--- config.mk ---
export PLATFORM = sky130hd
export DESIGN_NAME = ex_muldiv_unit
export DESIGN_NICKNAME = d
export VERILOG_FILES = /design/src/rtl/muldiv_pkg.sv /design/src/rtl/muldiv_iter.sv /design/src/rtl/ex_muldiv_unit.sv
export SDC_FILE = /design/constraint.sdc
export NUM_CORES = 1
export LEC_CHECK = 0
export ABC_AREA = 1
export BUFFER_PORTS_ARGS = -buffer_cell sky130_fd_sc_hd__buf_4
export CORE_MARGIN = 2
export CORE_UTILIZATION = 25
export CTS_CLUSTER_DIAMETER = 200
export DETAILED_ROUTE_END_ITERATION = 12
export PLACE_DENSITY = 0.49
export SETUP_SLACK_MARGIN = 0.02
export SYNTH_ARGS = -nofsm -noshare
export SYNTH_HDL_FRONTEND = slang
export SYNTH_HIERARCHICAL = 1
export SYNTH_SLANG_ARGS = --single-unit
--- constraint.sdc ---
create_clock -name clk -period 2.5 [get_ports clk]
set_clock_uncertainty 0.1 [all_clocks]
set_input_delay 0.5 -clock clk [delete_from_list [all_inputs] [get_ports clk]]
set_output_delay 0.5 -clock clk [all_outputs]
set_load 0.05 [all_outputs]
--- src/rtl/muldiv_pkg.sv ---
// Shared opcode encodings, FSM state type and counter sizing for the EX-stage mul/div unit.
// The divider is built only when MULDIV_DIV_EN is defined.
package muldiv_pkg;

    localparam logic [1:0] OP_MULT  = 2'b00;
    localparam logic [1:0] OP_MULTU = 2'b01;
    localparam logic [1:0] OP_DIV   = 2'b10;
    localparam logic [1:0] OP_DIVU  = 2'b11;

    typedef enum logic [1:0] {
        StIdle,
        StCalc,
        StFix,
        StDone
    } muldiv_state_e;

    // Step counter must hold values up to WIDTH.
    function automatic int unsigned cnt_width(input int unsigned width);
        return $clog2(width + 1);
    endfunction

endpackage

--- src/rtl/muldiv_iter.sv ---
// One-bit-per-cycle datapath: shift-add multiply or restoring divide on a 2*WIDTH register.
// The restoring-divide step exists only when MULDIV_DIV_EN is defined.
module muldiv_iter
    import muldiv_pkg::*;
#(
    parameter int unsigned WIDTH = 32
) (
    input  logic                 clk,
    input  logic                 reset_n,
    input  logic                 load_i,
    input  logic                 step_i,
    input  logic                 is_div_i,
    input  logic [WIDTH-1:0]     a_i,
    input  logic [WIDTH-1:0]     b_i,
    output logic [2*WIDTH-1:0]   acc_o
);

    logic [2*WIDTH-1:0] acc_q, acc_d;
    logic [WIDTH-1:0]   b_q, b_d;
    logic [WIDTH:0]     mul_sum;
    logic [2*WIDTH-1:0] mul_next;
    logic [2*WIDTH-1:0] div_next;

    // Upper half accumulates the product; lower half shifts out multiplier bits.
    always_comb begin
        mul_sum  = {1'b0, acc_q[2*WIDTH-1:WIDTH]} + (acc_q[0] ? {1'b0, b_q} : '0);
        mul_next = {mul_sum, acc_q[WIDTH-1:1]};
    end

`ifdef MULDIV_DIV_EN
    logic [WIDTH:0] rem_sh;
    logic [WIDTH:0] diff;

    // Upper half is the partial remainder; quotient bits enter at the bottom.
    always_comb begin
        rem_sh = acc_q[2*WIDTH-1:WIDTH-1];
        diff   = rem_sh - {1'b0, b_q};
        if (diff[WIDTH]) begin
            div_next = {rem_sh[WIDTH-1:0], acc_q[WIDTH-2:0], 1'b0};
        end else begin
            div_next = {diff[WIDTH-1:0], acc_q[WIDTH-2:0], 1'b1};
        end
    end
`else
    assign div_next = mul_next;
`endif

    always_comb begin
        acc_d = acc_q;
        b_d   = b_q;
        if (load_i) begin
            acc_d = {{WIDTH{1'b0}}, a_i};
            b_d   = b_i;
        end else if (step_i) begin
            acc_d = is_div_i ? div_next : mul_next;
        end
    end

    always_ff @(posedge clk or negedge reset_n) begin
        if (!reset_n) begin
            acc_q <= '0;
            b_q   <= '0;
        end else begin
            acc_q <= acc_d;
            b_q   <= b_d;
        end
    end

    assign acc_o = acc_q;

endmodule

--- src/rtl/ex_muldiv_unit.sv ---
// EX-stage iterative MULT/MULTU/DIV/DIVU unit writing HI/LO and stalling the front end.
// DIV/DIVU are supported only when MULDIV_DIV_EN is defined; otherwise they are ignored.
module ex_muldiv_unit
    import muldiv_pkg::*;
#(
    parameter int unsigned WIDTH = 32
) (
    input  logic             clk,
    input  logic             reset_n,
    input  logic             start,
    input  logic [1:0]       op,
    input  logic [WIDTH-1:0] rs_val,
    input  logic [WIDTH-1:0] rt_val,
    input  logic             flush,
    output logic             stall,
    output logic             busy,
    output logic             done,
    output logic             div_by_zero,
    output logic [WIDTH-1:0] hi,
    output logic [WIDTH-1:0] lo
);

    localparam int unsigned CntW = cnt_width(WIDTH);
`ifdef MULDIV_DIV_EN
    localparam logic DivEn = 1'b1;
`else
    localparam logic DivEn = 1'b0;
`endif

    muldiv_state_e      state_q, state_d;
    logic [CntW-1:0]    cnt_q, cnt_d;
    logic [1:0]         op_q, op_d;
    logic               rs_neg_q, rs_neg_d;
    logic               rt_neg_q, rt_neg_d;
    logic               dz_q, dz_d;
    logic [WIDTH-1:0]   hi_q, hi_d;
    logic [WIDTH-1:0]   lo_q, lo_d;

    logic               is_signed;
    logic               accept;
    logic               load;
    logic [WIDTH-1:0]   rs_mag, rt_mag;
    logic [2*WIDTH-1:0] acc;
    logic [2*WIDTH-1:0] prod;
    logic [WIDTH-1:0]   quot, rem;
    logic [WIDTH-1:0]   fix_hi, fix_lo;

    always_comb begin
        is_signed = ~op[0];
        rs_mag    = (is_signed && rs_val[WIDTH-1]) ? -rs_val : rs_val;
        rt_mag    = (is_signed && rt_val[WIDTH-1]) ? -rt_val : rt_val;
        accept    = start & ~flush & (DivEn | ~op[1]);
    end

    muldiv_iter #(
        .WIDTH(WIDTH)
    ) u_iter (
        .clk      (clk),
        .reset_n  (reset_n),
        .load_i   (load),
        .step_i   (state_q == StCalc),
        .is_div_i (op_q[1]),
        .a_i      (rs_mag),
        .b_i      (rt_mag),
        .acc_o    (acc)
    );

    // Sign correction applied to the unsigned datapath result during FIX.
    always_comb begin
        prod = acc;
        if (op_q == OP_MULT && (rs_neg_q ^ rt_neg_q)) begin
            prod = -acc;
        end
        quot = acc[WIDTH-1:0];
        rem  = acc[2*WIDTH-1:WIDTH];
        if (op_q == OP_DIV) begin
            if (rs_neg_q ^ rt_neg_q) quot = -acc[WIDTH-1:0];
            if (rs_neg_q)            rem  = -acc[2*WIDTH-1:WIDTH];
        end
        // Divide by zero leaves the dividend as remainder; only LO needs forcing.
        if (dz_q) quot = '1;
        if (op_q[1]) begin
            fix_hi = rem;
            fix_lo = quot;
        end else begin
            fix_hi = prod[2*WIDTH-1:WIDTH];
            fix_lo = prod[WIDTH-1:0];
        end
    end

    always_comb begin
        state_d  = state_q;
        cnt_d    = cnt_q;
        op_d     = op_q;
        rs_neg_d = rs_neg_q;
        rt_neg_d = rt_neg_q;
        dz_d     = dz_q;
        hi_d     = hi_q;
        lo_d     = lo_q;
        load     = 1'b0;
        unique case (state_q)
            StIdle: begin
                if (accept) begin
                    state_d  = StCalc;
                    cnt_d    = '0;
                    op_d     = op;
                    rs_neg_d = is_signed & rs_val[WIDTH-1];
                    rt_neg_d = is_signed & rt_val[WIDTH-1];
                    dz_d     = op[1] & (rt_val == '0);
                    load     = 1'b1;
                end
            end
            StCalc: begin
                cnt_d = cnt_q + 1'b1;
                if (cnt_q == CntW'(WIDTH - 1)) state_d = StFix;
            end
            StFix: begin
                state_d = StDone;
                hi_d    = fix_hi;
                lo_d    = fix_lo;
            end
            StDone:  state_d = StIdle;
            default: state_d = StIdle;
        endcase
        if (flush) begin
            state_d = StIdle;
            hi_d    = hi_q;
            lo_d    = lo_q;
        end
    end

    always_ff @(posedge clk or negedge reset_n) begin
        if (!reset_n) begin
            state_q  <= StIdle;
            cnt_q    <= '0;
            op_q     <= OP_MULT;
            rs_neg_q <= 1'b0;
            rt_neg_q <= 1'b0;
            dz_q     <= 1'b0;
            hi_q     <= '0;
            lo_q     <= '0;
        end else begin
            state_q  <= state_d;
            cnt_q    <= cnt_d;
            op_q     <= op_d;
            rs_neg_q <= rs_neg_d;
            rt_neg_q <= rt_neg_d;
            dz_q     <= dz_d;
            hi_q     <= hi_d;
            lo_q     <= lo_d;
        end
    end

    // reset_n gate keeps stall low while start is high during reset.
    assign stall       = reset_n & (((state_q == StIdle) & accept) | (state_q == StCalc) |
                                    (state_q == StFix));
    assign busy        = (state_q != StIdle);
    assign done        = (state_q == StDone);
    assign div_by_zero = DivEn & dz_q & (state_q == StDone);
    assign hi          = hi_q;
    assign lo          = lo_q;

endmodule

==> Implementation_results.wiki <==
{| class="wikitable"
! Metric !! Value
|-
| Status || finished, final reports clean
|-
| Gate count after technology mapping || 2286
|-
| Placement row count || 87
|-
| Drt first pass iters || 5
|-
| Number of cells on the worst reg-to-reg path || 12
|-
| Number of distinct standard cells referenced by the synthesized netlist || 56
|-
| Skew-Pair Late Insertion Delay || 0.46 ns
|-
| Arithmetic-cell share of the synthesized area counting full adders, half adders and majority gates || 3.725%
|-
| First-pass GRT wire length || 79270 um
|-
| Type of the tightest min-delay check || in2reg
|-
| Clock-pin slew of the registers on the worst-case setup and hold paths || 0.07 ns
|-
| Crit-path max cell delay || 0.40 ns
|-
| DIE HEIGHT || 243.3 um
|-
| TritonCTS Buffers || 17
|-
| Worst hold path stage count || 2
|-
| R2r startpoint || u_iter/acc_o[0]$_DFFE_PN0P_
|-
| CTS tree || yes
|-
| Mux contribution to synthesized area || 0%
|-
| Post-synthesis compound-gate area fraction || 10.72%
|-
| Final GP Congestion || 0.8937
|-
| Register-to-register setup slack || 0.17 ns
|-
| Worst Hold Path EP || state_q[0]$_DFFE_PN0P_
|-
| Sinks on the clock net || 173
|-
| Final Hold Viols || 0
|-
| Fin Setup TNS || 0 ns
|-
| GRT Overall Usage || 16.94%
|-
| Via count of the routed design || 14737
|-
| Worst-margin pin slew || 0.5204 ns
|-
| Count of buffer and inverter cells on the critical path || 2
|-
| Launching element type of the critical path || flop
|-
| Number of enable flip-flop cells after synthesis || 0
|-
| Final setup vio count || 0
|-
| CP max stage cell || sky130_fd_sc_hd__dfrtp_1
|-
| Area Overhead vs Synth || 19.10%
|-
| Classification of the worst setup path || reg2out
|-
| Combinational family with the most area after synthesis || simple AND/OR/NAND/NOR gates
|-
| Io pins || 138
|-
| Final std cells w/o fill || 3187
|-
| Max-Slew Margin vs Limit || 65.31%
|-
| Vias in the first global route || 14262
|-
| Period Utilization, post-route || 95.46%
|-
| Number of nets with antenna violations after routing || 0
|-
| Number of pins with negative max-slew slack in the final report || 0
|-
| Average cell area after synthesis || 6.260 um2
|-
| Total number of cells along the worst setup path || 5
|-
| Area of the core || 0.05650 mm2
|-
| Peak supply drop || 0.0005596 V
|-
| Max capacitance violation total || 0
|-
| RSZ-0062 raised after global routing || false
|-
| Placed Cells incl. Taps || 3155
|-
| Data required, critical path || 1.90 ns
|-
| Power density over cell area || 1226 mW/mm2
|-
| Largest fanout of any net on the critical path || 10
|-
| Synth Flop Type || sky130_fd_sc_hd__dfrtp_1
|-
| Largest net degree at the start of global routing || 95
|-
| Avg Vias per Cell || 4.624
|-
| Yosys warning count || 6
|-
| Antenna violations before repair || 0
|-
| Fraction of synthesized cell area in xor and xnor cells || 4.040%
|-
| Remaining global-route overflow || 0
|-
| HPWL reported at the end of detailed placement || 39900 um
|-
| CP Cell Sequence || inv_1 > ha_4 > nand3_4 > a31oi_4 > buf_6
|-
| Net count after synthesis || 2398
|-
| Die Wd || 243.3 um
|-
| Die area || 0.05917 mm2
|-
| Wire length per cell || 15.67 um
|-
| Crit Reg-Reg Endpoint || u_iter/acc_o[63]$_DFFE_PN0P_
|-
| Number of H-tree levels || 4
|-
| Final critical path time including I/O delays and setup || 2.386 ns
|-
| Leakage dissipation || 8.863 nW
|-
| Fraction of layout cells with a size suffix above 1 || 13.16%
|-
| Total Nets Final || 2531
|-
| Cell chosen for the clock root || sky130_fd_sc_hd__clkbuf_16
|-
| Fraction of synthesis flops using an asynchronous set or reset pin || 100.0%
|-
| Fmax || 419.0 MHz
|-
| Sequential area share after synthesis || 30.25%
|-
| Wire length after detailed routing || 49930 um
|-
| Post-synthesis sequential element count || 173
|-
| Initial core utilization || 25.33%
|-
| Worst setup EP type || output port
|-
| DRC violation total after the first TritonRoute iteration || 978
|-
| Top Family by Delay on Critical Path || flip-flops
|-
| # diodes || 0
|-
| Data arrival at the endpoint of the critical path || 1.79 ns
|-
| DR DRC count || 0
|-
| Longest Clk Path Bufs || 2
|-
| Area of the mapped netlist || 0.01431 mm2
|-
| FILL cells || 6265
|-
| Number of buffer cells added on primary ports || 136
|-
| Worst Min Path Start || flush
|-
| Basic-gate share of the synthesized area counting and, or, nand and nor cells || 40.39%
|}
[synthesized netlist by cell type, drive strengths merged, types with 3 or more instances]
| cell type | n | area, um2 |
|---|---|---|
| nand3b | 16 | 132.6 |
| a32oi | 6 | 52.55 |
| o21a | 3 | 30.02 |
| ha | 41 | 513.0 |
| inv | 319 | 1202 |
| o21ai | 108 | 559.3 |
| nor2 | 259 | 1112 |
| o221ai | 28 | 251.5 |
| clkinv | 3 | 11.26 |
| dfrtp | 173 | 4329 |
| or2 | 5 | 31.28 |
| nand4 | 15 | 108.9 |
| a31oi | 17 | 106.4 |
| nand3 | 173 | 895.9 |
| nor3 | 19 | 121.4 |
| clkbuf | 28 | 108.9 |
| o22ai | 7 | 43.79 |
| a21oi | 68 | 344.1 |
| nand2 | 870 | 3331 |
| xnor2 | 33 | 289.0 |
| xor2 | 33 | 289.0 |
| and2 | 4 | 25.02 |
| buf | 35 | 230.2 |
| o211ai | 7 | 62.56 |
| o21bai | 3 | 22.52 |
[worst max path at each step]
| stage | slack, ns | startpoint | endpoint |
|---|---|---|---|
| floorplan | 0.06 | u_iter/acc_o[0]$_DFFE_PN0P_ | u_iter/acc_o[47]$_DFFE_PN0P_ |
| global placement | 0.05 | u_iter/acc_o[0]$_DFFE_PN0P_ | u_iter/acc_o[41]$_DFFE_PN0P_ |
| detailed placement | 0.03 | u_iter/acc_o[0]$_DFFE_PN0P_ | u_iter/acc_o[50]$_DFFE_PN0P_ |
| CTS | 0.02 | u_iter/acc_o[0]$_DFFE_PN0P_ | u_iter/acc_o[41]$_DFFE_PN0P_ |
| global route | 0.01 | state_q[1]$_DFFE_PN0P_ | stall |
| finish | 0.11 | state_q[1]$_DFFE_PN0P_ | stall |
[worst reg2reg max path: stages (launching register included)]
cell and delay (ns):
sky130_fd_sc_hd__dfrtp_1 0.43, sky130_fd_sc_hd__buf_12 0.19, sky130_fd_sc_hd__nand2_1 0.15, sky130_fd_sc_hd__inv_1 0.06
sky130_fd_sc_hd__ha_1 0.39, sky130_fd_sc_hd__inv_1 0.12, sky130_fd_sc_hd__nor3_1 0.30, sky130_fd_sc_hd__o21ai_0 0.14
sky130_fd_sc_hd__nand3_1 0.14, sky130_fd_sc_hd__nor2_1 0.07, sky130_fd_sc_hd__nand2_1 0.05, sky130_fd_sc_hd__nand2_1 0.04
sky130_fd_sc_hd__nand2_1 0.06
[flip-flops by register name (all words and copies together), names as in the netlist]
register	cells
state_q	2
lo	32
op_q	2
hi	32
u_iter/b_q	32
rs_neg_q	1
dz_q	1
cnt_q	6
u_iter/acc_o	64
rt_neg_q	1
[layer usage]
| layer | track usage [%] | part of all wire, % |
|---|---|---|
| met3 | 2.335 | 4.9 |
| met4 | 6.424 | 2.8 |
| met2 | 25.86 | 43 |
| met1 | 24.12 | 49 |
| met5 | 0 | 0 |
[through the flow]
step           hold slack (ns)  total power (W)  utilization [%]  instance area [um2]  worst slack, ns
6_report                0.1444          0.02090            30.17                17040           0.1135
3_5_place_dp            0.3637          0.01807            28.87                16310          0.03093
2_1_floorplan           0.1044          0.01403                -                14310          0.06030
5_1_grt                 0.1304          0.02277            30.17                17040          0.01091
3_3_place_gp            0.3622          0.01794            28.87                16310          0.05238
4_1_cts                 0.1153          0.02085            29.96                16930          0.02094
[cell type report]
class / instances / area (um2) / area share (%)
clock buffer: 24 / 491.7 / 2.885
clock inverter: 7 / 81.33 / 0.4772
multi-input combinational: 1728 / 8568 / 50.27
tap: 756 / 945.9 / 5.550
timing repair buffer: 177 / 1414 / 8.295
sequential: 173 / 4329 / 25.40
inverter: 322 / 1214 / 7.121
[power breakdown]
part	internal [W]	switching, W	total (W)
logic	0.00417	0.00854	0.0127
registers	0.00406	0.00148	0.00554
clock network	0.00148	0.00117	0.00265
[cell families (layout without fill, tap and decap cells)]
logic type	after synthesis	in the layout
adder cells (fa/ha/maj)	42	42
buffers and inverters	385	530
flip-flops	173	173
AND/OR/NAND/NOR	1364	1364
AO/OA/AOI/OAI	255	255
XOR/XNOR	66	66
other	1	1
[timing repair]
item,in CTS,in global routing
hold buffers,1,0
endpoints found under the hold margin,44,0
setup endpoints to repair,2,27
resized for setup,6,37
setup buffers,0,0
pin swaps,0,2
[placed cells by master, fill, tap and decap left out, types with 3 or more instances in the layout]
cell type and count:
sky130_fd_sc_hd__nand3_1 163, sky130_fd_sc_hd__nand3b_1 15, sky130_fd_sc_hd__inv_2 12, sky130_fd_sc_hd__ha_2 9
sky130_fd_sc_hd__nor3_2 3, sky130_fd_sc_hd__o221ai_1 27, sky130_fd_sc_hd__a21oi_1 65, sky130_fd_sc_hd__clkinv_4 4
sky130_fd_sc_hd__nor2_2 17, sky130_fd_sc_hd__nand2_1 846, sky130_fd_sc_hd__a32oi_1 6, sky130_fd_sc_hd__nand2_4 3
sky130_fd_sc_hd__a31oi_1 16, sky130_fd_sc_hd__ha_1 30, sky130_fd_sc_hd__o21ai_0 71, sky130_fd_sc_hd__nor2_1 225
sky130_fd_sc_hd__and2_1 4, sky130_fd_sc_hd__xor2_1 33, sky130_fd_sc_hd__inv_1 306, sky130_fd_sc_hd__nor3_1 15
sky130_fd_sc_hd__dfrtp_1 173, sky130_fd_sc_hd__xnor2_1 33, sky130_fd_sc_hd__o21bai_1 3, sky130_fd_sc_hd__o21ai_2 5
sky130_fd_sc_hd__or2_1 3, sky130_fd_sc_hd__o211ai_1 5, sky130_fd_sc_hd__clkbuf_16 17, sky130_fd_sc_hd__clkbuf_1 3
sky130_fd_sc_hd__nand4_1 14, sky130_fd_sc_hd__buf_4 168, sky130_fd_sc_hd__buf_12 6, sky130_fd_sc_hd__clkbuf_8 4
sky130_fd_sc_hd__nor2_4 17, sky130_fd_sc_hd__a21oi_2 3, sky130_fd_sc_hd__o21ai_1 32, sky130_fd_sc_hd__nand3_2 9
sky130_fd_sc_hd__nand2_2 21, sky130_fd_sc_hd__o22ai_1 7
(Power assumes the default switching activity.)
